### config.mk
export PLATFORM = sky130hd
export DESIGN_NAME = dvs_aer_event_rx
export DESIGN_NICKNAME = d
export VERILOG_FILES = /design/src/rtl/dvs_ravens_pkg.sv /design/src/rtl/dvs_sync_bus.sv /design/src/rtl/dvs_aer_event_rx.sv
export SDC_FILE = /design/constraint.sdc
export NUM_CORES = 1
export LEC_CHECK = 0
export ABC_AREA = 0
export BUFFER_PORTS_ARGS = -buffer_cell sky130_fd_sc_hd__buf_4
export CORE_UTILIZATION = 50
export CTS_BUF_LIST = sky130_fd_sc_hd__clkbuf_4 sky130_fd_sc_hd__clkbuf_8
export CTS_CLUSTER_SIZE = 40
export DETAILED_ROUTE_END_ITERATION = 8
export GPL_TIMING_DRIVEN = 0
export HOLD_SLACK_MARGIN = 0.03
export PLACE_DENSITY = 0.74
export SYNTH_ARGS = -nofsm -noshare
export SYNTH_HDL_FRONTEND = slang
export SYNTH_SLANG_ARGS = --single-unit
### constraint.sdc
create_clock -name clk -period 1.75 [get_ports clk]
set_clock_uncertainty 0.1 [all_clocks]
set_input_delay 0.2625 -clock clk [delete_from_list [all_inputs] [get_ports clk]]
set_output_delay 0.2625 -clock clk [all_outputs]
set_load 0.03 [all_outputs]
### src/rtl/dvs_ravens_pkg.sv
// Shared types and default constants for the DVS/RAVENS front end.
// Clock period drives the derived AER setup delay.
package dvs_ravens_pkg;

   localparam int CLK_PERIOD_NS = 10;
   localparam int AER_T_SETUP_NS = 50;

   localparam int AER_ADDR_W = 10;
   localparam int AER_SYNC_STAGES = 2;
   localparam int AER_SETUP_RAW =
      AER_T_SETUP_NS / CLK_PERIOD_NS - 2;
   localparam int AER_SETUP_Y =
      (AER_SETUP_RAW > 0) ? AER_SETUP_RAW : 0;
   localparam int AER_SETUP_X = 0;
   localparam int AER_TIMEOUT = 64;

   typedef enum logic [2:0] {
      IDLE,
      SETUP,
      CAPTURE,
      ACK,
      RECOVER
   } aer_rx_state_t;

   function automatic int max2(input int a, input int b);
      return (a > b) ? a : b;
   endfunction

endpackage

### src/rtl/dvs_sync_bus.sv
// Multi-flop synchronizer for a bundle of asynchronous inputs.
// All bits share one chain of STAGES async-reset flops.
module dvs_sync_bus #(
   parameter int WIDTH = 1,
   parameter int STAGES = 2
) (
   input  logic             clk,
   input  logic             rst_n,
   input  logic [WIDTH-1:0] d,
   output logic [WIDTH-1:0] q
);

   logic [WIDTH-1:0] ff [STAGES];

   always_ff @(posedge clk or negedge rst_n) begin
      if (!rst_n) begin
         ff <= '{default: '0};
      end else begin
         ff[0] <= d;
         for (int i = 1; i < STAGES; i++) begin
            ff[i] <= ff[i-1];
         end
      end
   end

   assign q = ff[STAGES-1];

endmodule

### src/rtl/dvs_aer_event_rx.sv
// DVS AER receiver: 4-phase REQ/ACK handshake, Y/X word pairing
// into events, one-entry valid/ready output with camera stall.
module dvs_aer_event_rx
   import dvs_ravens_pkg::*;
#(
   parameter int ADDR_W = AER_ADDR_W,
   parameter int SYNC_STAGES = AER_SYNC_STAGES,
   parameter int SETUP_Y = AER_SETUP_Y,
   parameter int SETUP_X = AER_SETUP_X,
   parameter int TIMEOUT = AER_TIMEOUT
) (
   input  logic              clk,
   input  logic              rst_n,
   input  logic              en,
   input  logic [ADDR_W-1:0] aer,
   input  logic              xsel,
   input  logic              req,
   output logic              ack,
   output logic              evt_valid,
   input  logic              evt_ready,
   output logic [ADDR_W-1:0] evt_y,
   output logic [ADDR_W-1:0] evt_x,
   output logic              orphan_x,
   output logic              timeout_err,
   output logic              busy
);

   localparam int SMAX = max2(SETUP_Y, SETUP_X);
   localparam int CW = max2(1, $clog2(SMAX + 1));
   localparam int TW = max2(1, $clog2(TIMEOUT + 1));

   localparam logic [CW-1:0] SY_M1 =
      CW'((SETUP_Y > 0) ? SETUP_Y - 1 : 0);
   localparam logic [CW-1:0] SX_M1 =
      CW'((SETUP_X > 0) ? SETUP_X - 1 : 0);
   localparam logic [TW-1:0] T_M1 =
      TW'((TIMEOUT > 0) ? TIMEOUT - 1 : 0);

   logic [ADDR_W+1:0] sync_q;
   logic [ADDR_W-1:0] aer_s;
   logic              xsel_s;
   logic              req_s;

   dvs_sync_bus #(
      .WIDTH  (ADDR_W + 2),
      .STAGES (SYNC_STAGES)
   ) u_sync (
      .clk   (clk),
      .rst_n (rst_n),
      .d     ({req, xsel, aer}),
      .q     (sync_q)
   );

   assign {req_s, xsel_s, aer_s} = sync_q;

   aer_rx_state_t     state, state_d;
   logic [CW-1:0]     cnt, cnt_d;
   logic [TW-1:0]     tcnt, tcnt_d;
   logic [ADDR_W-1:0] y_reg, y_reg_d;
   logic              y_valid, y_valid_d;
   logic [ADDR_W-1:0] evt_y_d, evt_x_d;
   logic              evt_valid_d;
   logic              orphan_d;
   logic              tout_d;
   logic              slot_free;

   assign slot_free = !evt_valid || evt_ready;

   always_comb begin
      state_d     = state;
      cnt_d       = cnt;
      tcnt_d      = tcnt;
      y_reg_d     = y_reg;
      y_valid_d   = y_valid;
      evt_y_d     = evt_y;
      evt_x_d     = evt_x;
      evt_valid_d = evt_valid && !evt_ready;
      orphan_d    = 1'b0;
      tout_d      = 1'b0;
      unique case (state)
         IDLE: begin
            if (en && req_s) begin
               if (xsel_s) begin
                  if (SETUP_X == 0) begin
                     state_d = CAPTURE;
                  end else begin
                     state_d = SETUP;
                     cnt_d   = SX_M1;
                  end
               end else begin
                  if (SETUP_Y == 0) begin
                     state_d = CAPTURE;
                  end else begin
                     state_d = SETUP;
                     cnt_d   = SY_M1;
                  end
               end
            end
         end
         SETUP: begin
            if (cnt == '0) begin
               state_d = CAPTURE;
            end else begin
               cnt_d = cnt - 1'b1;
            end
         end
         CAPTURE: begin
            if (!xsel_s) begin
               y_reg_d   = aer_s;
               y_valid_d = 1'b1;
               state_d   = ACK;
            end else if (!y_valid) begin
               orphan_d = 1'b1;
               state_d  = ACK;
            end else if (slot_free) begin
               evt_y_d     = y_reg;
               evt_x_d     = aer_s;
               evt_valid_d = 1'b1;
               state_d     = ACK;
            end
            if (state_d == ACK) begin
               tcnt_d = '0;
            end
         end
         ACK: begin
            if (!req_s) begin
               state_d = IDLE;
            end else if (TIMEOUT > 0 && tcnt == T_M1) begin
               tout_d  = 1'b1;
               state_d = RECOVER;
            end else begin
               tcnt_d = tcnt + 1'b1;
            end
         end
         RECOVER: begin
            if (!req_s) begin
               state_d = IDLE;
            end
         end
         default: begin
            state_d = IDLE;
         end
      endcase
   end

   // ack mirrors the registered ACK state so it can never glitch
   always_ff @(posedge clk or negedge rst_n) begin
      if (!rst_n) begin
         state       <= IDLE;
         cnt         <= '0;
         tcnt        <= '0;
         y_reg       <= '0;
         y_valid     <= 1'b0;
         evt_y       <= '0;
         evt_x       <= '0;
         evt_valid   <= 1'b0;
         orphan_x    <= 1'b0;
         timeout_err <= 1'b0;
         ack         <= 1'b0;
      end else begin
         state       <= state_d;
         cnt         <= cnt_d;
         tcnt        <= tcnt_d;
         y_reg       <= y_reg_d;
         y_valid     <= y_valid_d;
         evt_y       <= evt_y_d;
         evt_x       <= evt_x_d;
         evt_valid   <= evt_valid_d;
         orphan_x    <= orphan_d;
         timeout_err <= tout_d;
         ack         <= (state_d == ACK);
      end
   end

   assign busy = (state != IDLE);

endmodule

==> results of run 1 <==
==> cells in the mapped netlist (2+ instances only) <==
cell                       count  area share
sky130_fd_sc_hd__nor2b_1       2      0.0048
sky130_fd_sc_hd__and3_1        2      0.0048
sky130_fd_sc_hd__nand3_1       5      0.0095
sky130_fd_sc_hd__a21oi_1       3      0.0057
sky130_fd_sc_hd__mux2_4        9       0.051
sky130_fd_sc_hd__inv_1         2      0.0029
sky130_fd_sc_hd__dfrtp_1      71        0.67
sky130_fd_sc_hd__nor3_1        4      0.0076
sky130_fd_sc_hd__o21ai_0       5      0.0095
sky130_fd_sc_hd__nor2_1        3      0.0043
sky130_fd_sc_hd__ha_1          2      0.0095
sky130_fd_sc_hd__nand2b_1      4      0.0095
sky130_fd_sc_hd__mux2_2       22       0.094
sky130_fd_sc_hd__nand2_1      10       0.014
sky130_fd_sc_hd__a31oi_1       4      0.0095
sky130_fd_sc_hd__buf_6         2      0.0086
==> through the flow <==
step | cells | TNS [ps] | utilization | total power, mW | hold WS, ps
4_1_cts | 311 | 0 | 0.664 | 5.93 | 139
3_5_place_dp | 281 | 0 | 0.595 | 4.58 | 235
6_report | 316 | 0 | 0.678 | 5.97 | 181
3_3_place_gp | 281 | 0 | 0.595 | 4.53 | 232
5_1_grt | 316 | -91.2 | 0.678 | 6.30 | 172
2_1_floorplan | 171 | 0 | - | 3.88 | -133
==> timing repair <==
| action | in CTS | in global routing |
|---|---|---|
| resized for setup | 2 | 10 |
| hold endpoints to repair | 83 | 0 |
| gates cloned | 0 | 1 |
| endpoints found under the setup margin | 2 | 31 |
| buffers inserted | 1 | 4 |
| pin swaps | 0 | 1 |
| hold buffers | 13 | 0 |
==> per-layer routing <==
layer,global-route usage,vias up
li1,-,745
met1,0.240,752
met2,0.249,25
met3,0.0623,7
met4,0.0692,0
met5,0,-
==> layout make-up <==
| cell class | count | area, µm² | area share |
|---|---|---|---|
| sequential | 71 | 1780 | 0.517 |
| multi-input combinational | 94 | 832 | 0.242 |
| timing repair buffer | 59 | 479 | 0.139 |
| clock buffer | 10 | 138 | 0.0400 |
| tap | 70 | 87.6 | 0.0254 |
| clock inverter | 6 | 67.6 | 0.0196 |
| buffer | 4 | 50.0 | 0.0145 |
| inverter | 2 | 7.51 | 0.00218 |
==> power by group <==
part / switching, mW / internal, mW
Combinational: 1.13 / 1.10
Sequential: 0.304 / 2.14
Clock: 0.604 / 0.701
==> kinds of logic after synthesis <==
group / after synthesis / synth area share
DFF: 71 / 0.675
and+or+nand+nor: 41 / 0.0908
muxes: 31 / 0.145
AOI/OAI and AO/OA: 19 / 0.0542
buffers and inverters: 6 / 0.0219
adders and majority gates: 2 / 0.00950
xor gates and xnor gates: 1 / 0.00333
==> worst reg2reg max path, stage by stage (launching register included) <==
cell and delay, ps:
sky130_fd_sc_hd__dfrtp_2 440, sky130_fd_sc_hd__nor3b_2 240, sky130_fd_sc_hd__nand3_2 130, sky130_fd_sc_hd__nor2_4 150, sky130_fd_sc_hd__buf_4 180, sky130_fd_sc_hd__mux2_2 340
==> how the worst max path moves through the flow <==
stage | from | to | cells past startpoint
2_1_floorplan | state[2]$_DFF_PN0_ | y_reg[1]$_DFFE_PN0P_ | 4
3_3_place_gp | state[2]$_DFF_PN0_ | evt_y[9]$_DFFE_PN0P_ | 5
3_5_place_dp | state[2]$_DFF_PN0_ | evt_x[1]$_DFFE_PN0P_ | 5
4_1_cts | state[1]$_DFF_PN0_ | evt_x[4]$_DFFE_PN0P_ | 5
5_1_grt | tcnt[0]$_DFFE_PN0P_ | state[0]$_DFF_PN0_ | 5
6_report | state[2]$_DFF_PN0_ | evt_x[3]$_DFFE_PN0P_ | 5
==> Flow_metrics.wiki, run 1 <==
{| class="wikitable"
! Metric !! Value
|-
| Worst hold path cell count || 3
|-
| Peak clock frequency supported by timing || approximately 600 MHz
|-
| Total routed wirelength || between 4 and 5 mm
|-
| Most used DFF post-synth || sky130_fd_sc_hd__dfrtp_1
|-
| Buffers from clock root to sink, at most || 2
|-
| Area growth from synthesis to final layout || 30.8%
|-
| Worst reg-to-reg setup slack || 50 ps
|-
| Crit path DAT || 1830 ps
|-
| Average via count per standard cell || approximately 4.8
|-
| Gr usage total || 0.173
|-
| Unrepaired setup endpoints after global routing || true
|-
| Met3 routed WL || roughly 170 µm
|-
| Slew at the pin closest to its max-slew limit || about 860 ps
|-
| Clock-pin slew of the registers on the worst-case setup and hold paths || roughly 70 ps
|-
| Number of global-route vias before repair || approximately 1500
|-
| Fill cell total of the finished layout || 374
|-
| Maximum number of pins on one net before global-route repair || 72
|-
| #FFs+latches synth || 71
|-
| End point of the worst hold path || evt_valid$_DFF_PN0_
|-
| Worst-skew pair later-pin latency || about 340 ps
|-
| Die Y || between 70 and 80 µm
|-
| Post-synthesis cell count || approximately 170
|-
| Post-route fraction of the period consumed by the critical path || 0.973
|-
| Startpoint of the worst hold path || evt_ready
|-
| Synthesized netlist net count || roughly 190
|-
| Overall die area || approximately 5600 µm²
|-
| EDFF count, synth || 0
|-
| Pins over their slew limit || 0
|-
| Initial core utilization || 0.519
|-
| Worst EP required || around 1900 ps
|-
| Cells on worst reg2reg path || 5
|-
| Worst-case vdd ir drop || approximately 1.1 mV
|-
| Top cell family by delay on the critical path || simple AND/OR/NAND/NOR gates
|-
| Cell area after placement || 3020 µm²
|-
| Number of violations reported at the end of detailed-routing iteration 0 || 61
|-
| Wire length of the first global-routing pass || ~6.9 mm
|-
| Type of the worst setup path || flop to flop
|-
| Slew Limit Headroom || 0.428
|-
| Worst flop-to-flop path endpoint || evt_x[3]$_DFFE_PN0P_
|-
| Min cycle time layout || about 1700 ps
|-
| Power per standard cell area || around 1700 nW/µm²
|-
| Static leakage || around 1.6 nW
|-
| Number of design rule violations left after detail routing || 0
|-
| Via total after detailed routing || 1529
|-
| Slowest stage cell on the critical path || sky130_fd_sc_hd__dfrtp_2
|-
| TritonCTS clock tree || built
|-
| Total CTS buffers || 9
|-
| Met2 wire length || about 2.0 mm
|-
| Worst flop-to-flop path startpoint || state[2]$_DFF_PN0_
|-
| Average instance area after synthesis || between 15 and 20 µm²
|-
| Number of diodes || 0
|-
| Core region area || about 5100 µm²
|-
| Element type at the critical path end || flop
|-
| DIE WIDTH || approximately 75 µm
|-
| Post-route standard cell area excluding fillers || 3440 µm²
|-
| Net count reported at finish || roughly 260
|-
| Number of unique standard cell types used by synthesis || 37
|-
| Weighted congestion reported at the end of routability-driven placement || 0.795
|-
| GR Overflow Total || 0
|-
| Root buffer selected by CTS || sky130_fd_sc_hd__clkbuf_8
|-
| H-tree levels || 3
|-
| Top routing layer in use || met4
|-
| Most frequent cells in the layout || 68 x sky130_fd_sc_hd__dfrtp_1, 46 x sky130_fd_sc_hd__buf_4, 22 x sky130_fd_sc_hd__mux2_2, 13 x sky130_fd_sc_hd__dlygate4sd3_1
|-
| Combined buffer and inverter count along the critical path || 1
|-
| CP cell instances || nor3b_2 -> nand3_2 -> nor2_4 -> buf_4 -> mux2_2
|-
| Share of the yosys chip area belonging to registers || 0.675
|-
| PortBufs || 40
|-
| Wl on met1 || 2.06 mm
|-
| I/O pin count || about 40
|-
| MaxCap Viol Count || 0
|-
| Critical path launch point type || flop
|-
| Number of nets with antenna violations after detailed routing || 0
|-
| Most common cell after layout, fill and taps aside || sky130_fd_sc_hd__dfrtp_1
|-
| Final hold viol count || 0
|-
| First drt pass iteration count || 4
|-
| Row count || 26
|-
| Number of warnings reported in the yosys synthesis log || 0
|-
| Fraction of final layout cells with drive strength greater than 1 || 0.463
|-
| Clock sink count || 71
|-
| Antenna violations before repair || 0
|-
| Longest individual stage delay on the worst path || between 400 and 500 ps
|-
| Async set-or-reset flop fraction in the synthesized netlist || 1.00
|-
| Result of the run || finished clean
|-
| Final setup fails || 0
|-
| Worst Setup Slack post-DPL || ~40 ps
|-
| Max FO, Critical Path || 6
|-
| HPWL Detailed || 2.63 mm
|-
| Setup ws final || ~48 ps
|-
| Final routed wire length divided by cell count || between 10 and 15 µm
|-
| Post-synth design cell area || between 2000 and 3000 µm²
|-
| HP Class || input port to flop
|}
Note: power is estimated with default switching activity, not from simulation.
==> run 2, diff against run 1 <==
--- a/config.mk
+++ b/config.mk
@@ -7,6 +7,7 @@
 export LEC_CHECK = 0
 export ABC_AREA = 0
 export BUFFER_PORTS_ARGS = -buffer_cell sky130_fd_sc_hd__buf_4
+export CORE_ASPECT_RATIO = 1.2
 export CORE_UTILIZATION = 50
 export CTS_BUF_LIST = sky130_fd_sc_hd__clkbuf_4 sky130_fd_sc_hd__clkbuf_8
 export CTS_CLUSTER_SIZE = 40
==> run 2 against run 1 <==
Compared with the run above: the flow now finishes with violations (setup timing); final area is 1.5% higher; worst setup slack worse by 61 ps; clock-buffer cell count stayed put; worst hold slack worse by 15 ps; clock power is 31% higher; global-route usage is 0.16 points higher; non-clock buffer count is 1 lower; fmax is 3.5% lower; largest power group unchanged.
==> Flow_metrics.wiki, run 2 (synthesis results as in run 1) <==
{| class="wikitable"
! Metric !! Value
|-
| Static leakage || 1.60 nW (+1.7%)
|-
| Cell area after placement || 3010 µm² (-0.41%)
|-
| MaxCap Viol Count || 0 (unchanged)
|-
| Number of global-route vias before repair || 1519 (+2.9%)
|-
| Cells on worst reg2reg path || 5 (unchanged)
|-
| Maximum number of pins on one net before global-route repair || 72 (unchanged)
|-
| Longest individual stage delay on the worst path || 460 ps (+20 ps)
|-
| Result of the run || complete, but fails checks
|-
| Antenna violations before repair || 0 (unchanged)
|-
| PortBufs || 40 (unchanged)
|-
| CP cell instances || nor3b_4 -> nand3_2 -> nor2_4 -> clkbuf_4 -> mux2_2
|-
| H-tree levels || 3 (unchanged)
|-
| Root buffer selected by CTS || sky130_fd_sc_hd__clkbuf_8
|-
| Post-route standard cell area excluding fillers || 3490 µm² (+1.5%)
|-
| Power per standard cell area || 1830 nW/µm² (+5.3%)
|-
| First drt pass iteration count || 2 (-2)
|-
| Average via count per standard cell || 5.15 (+6.5%)
|-
| HPWL Detailed || 2.69 mm (+2.4%)
|-
| Failing checks || setup timing
|-
| Post-placement cell count || 271 (-3.6%)
|-
| Final routed wire length divided by cell count || 14.6 µm (+8.2%)
|-
| Unrepaired setup endpoints after global routing || true
|-
| Final hold viol count || 0 (unchanged)
|-
| Weighted congestion reported at the end of routability-driven placement || 0.753 (-5.3%)
|-
| Wire length of the first global-routing pass || 6.84 mm (-1.3%)
|-
| Util after Layout || 0.698 (+0.0193)
|-
| Row count || 28 (+7.7%)
|-
| Most frequent cells in the layout || 68 x sky130_fd_sc_hd__dfrtp_1, 44 x sky130_fd_sc_hd__buf_4, 22 x sky130_fd_sc_hd__mux2_2, 13 x sky130_fd_sc_hd__dlygate4sd3_1, 10 x sky130_fd_sc_hd__nand2_1
|-
| Combined buffer and inverter count along the critical path || 1 (unchanged)
|-
| Die Y || 81.5 µm (+9.3%)
|-
| Peak clock frequency supported by timing || 567 MHz (-3.5%)
|-
| Clock sink count || 71 (unchanged)
|-
| Total CTS buffers || 9 (unchanged)
|-
| Post-route fraction of the period consumed by the critical path || 1.01 (+0.0348)
|-
| Worst EP required || 1880 ps (about the same)
|-
| Element type at the critical path end || flop
|-
| Worst hold path cell count || 3 (unchanged)
|-
| Number of nets with antenna violations after detailed routing || 0 (unchanged)
|-
| Total routed wirelength || 4.45 mm (+4.5%)
|-
| Final setup fails || 12 (+12)
|-
| Filler-free cell count of the finished design || 305 (-3.5%)
|-
| Number of design rule violations left after detail routing || 0 (unchanged)
|-
| Stages on worst setup path || 5 (unchanged)
|-
| Clock-pin slew of the registers on the worst-case setup and hold paths || 70 ps (about the same)
|-
| Net count reported at finish || 258 (-0.39%)
|-
| Total power consumption of the routed design || 6.38 mW (+6.9%)
|-
| Worst-skew pair later-pin latency || 340 ps (about the same)
|-
| Worst Setup Slack post-DPL || -5.40 ps (-44.9 ps)
|-
| TritonCTS clock tree || built
|-
| Number of violations reported at the end of detailed-routing iteration 0 || 71 (+16%)
|-
| Minimum hold slack || 166 ps (-14.9 ps)
|-
| I/O pin count || 41 (unchanged)
|-
| HP Class || input port to flop
|-
| Most common cell after layout, fill and taps aside || sky130_fd_sc_hd__dfrtp_1
|-
| Gr usage total || 0.174 (+0.00158)
|-
| Critical path launch point type || flop
|-
| Max FO, Critical Path || 7 (+1)
|-
| Slowest stage cell on the critical path || sky130_fd_sc_hd__dfrtp_2
|-
| Slew Limit Headroom || 0.437 (+0.00912)
|-
| Top cell family by delay on the critical path || simple AND/OR/NAND/NOR gates
|-
| Via total after detailed routing || 1571 (+2.7%)
|-
| Setup ws final || -13.0 ps (-61.0 ps)
|-
| Initial core utilization || 0.525 (+0.00674)
|-
| Fraction of final layout cells with drive strength greater than 1 || 0.461 (-0.00219)
|-
| Overall die area || 5560 µm² (about the same)
|-
| Fill cell total of the finished layout || 368 (-1.6%)
|-
| Number of diodes || 0 (unchanged)
|-
| Core region area || 5010 µm² (-1.3%)
|-
| Setup_tns || -76.9 ps (-76.9 ps)
|-
| Pins over their slew limit || 0 (unchanged)
|-
| Buffers from clock root to sink, at most || 2 (unchanged)
|-
| GR Overflow Total || 0 (unchanged)
|-
| Slew at the pin closest to its max-slew limit || 844 ps (-13.7 ps)
|-
| Crit path DAT || 1890 ps (+60 ps)
|-
| Min cycle time layout || 1760 ps (+61.0 ps)
|-
| DIE WIDTH || 68.2 µm (-8.5%)
|-
| Worst-case vdd ir drop || 0.816 mV (-23%)
|-
| Area growth from synthesis to final layout || 32.7%
|-
| Type of the worst setup path || flop to flop
|}
[run 2: changes by cell type in the layout (fill, tap and decap cells not counted), sizes merged]
cell,change
clkbuf,+1
clkinv,-1
bufinv,+3
buf,-2
clkinvlp,-1
inv,-1
[run 2: final timing paths]
kind / from / end / slack, ps
worst max-delay path: state[2]$_DFF_PN0_ / evt_y[1]$_DFFE_PN0P_ / -10
worst min-delay path: evt_ready / evt_valid$_DFF_PN0_ / 170
worst max register to register: state[2]$_DFF_PN0_ / evt_y[1]$_DFFE_PN0P_ / -10
worst min register to register: u_sync.ff[16]$_DFF_PN0_ / u_sync.q[4]$_DFF_PN0_ / 250
max in group asynchronous: rst_n / state[1]$_DFF_PN0_ / 470
min in group asynchronous: rst_n / evt_x[3]$_DFFE_PN0P_ / 490
[run 2: report_power, final]
group | switching, mW | total [mW] | internal, mW
combinational | 1.13 | 2.23 | 1.10
clock | 0.591 | 1.70 | 1.10
sequential | 0.314 | 2.45 | 2.14
[run 2: per-layer routing]
metal | GRT usage | vias up | routed length, µm
li1 | - | 741 | -
met1 | 0.222 | 790 | 1990
met2 | 0.263 | 31 | 2240
met3 | 0.0431 | 9 | 128
met4 | 0.113 | 0 | 92
met5 | 0 | - | 0
[run 2: layout make-up]
class	count	area, µm²	area share
clock inverter	6	133	0.0380
sequential	71	1780	0.509
buffer	4	50.0	0.0143
timing repair buffer	58	472	0.135
clock buffer	10	131	0.0376
inverter	2	7.51	0.00215
tap	60	75.1	0.0215
multi-input combinational	94	846	0.242
[run 2: worst register-to-register path, cell delays in order, from the launching register on]
cell and delay, ps:
sky130_fd_sc_hd__dfrtp_2 460, sky130_fd_sc_hd__nor3b_4 250, sky130_fd_sc_hd__nand3_2 130, sky130_fd_sc_hd__nor2_4 160
sky130_fd_sc_hd__clkbuf_4 210, sky130_fd_sc_hd__mux2_2 330
[run 2: timing repair]
item,4_1_cts,5_1_grt
setup endpoints to repair,3,36
gates resized for setup,5,8
hold buffers,13,0
setup buffers,0,4
gates cloned,0,1
hold endpoints to repair,83,0
pin swaps,0,2
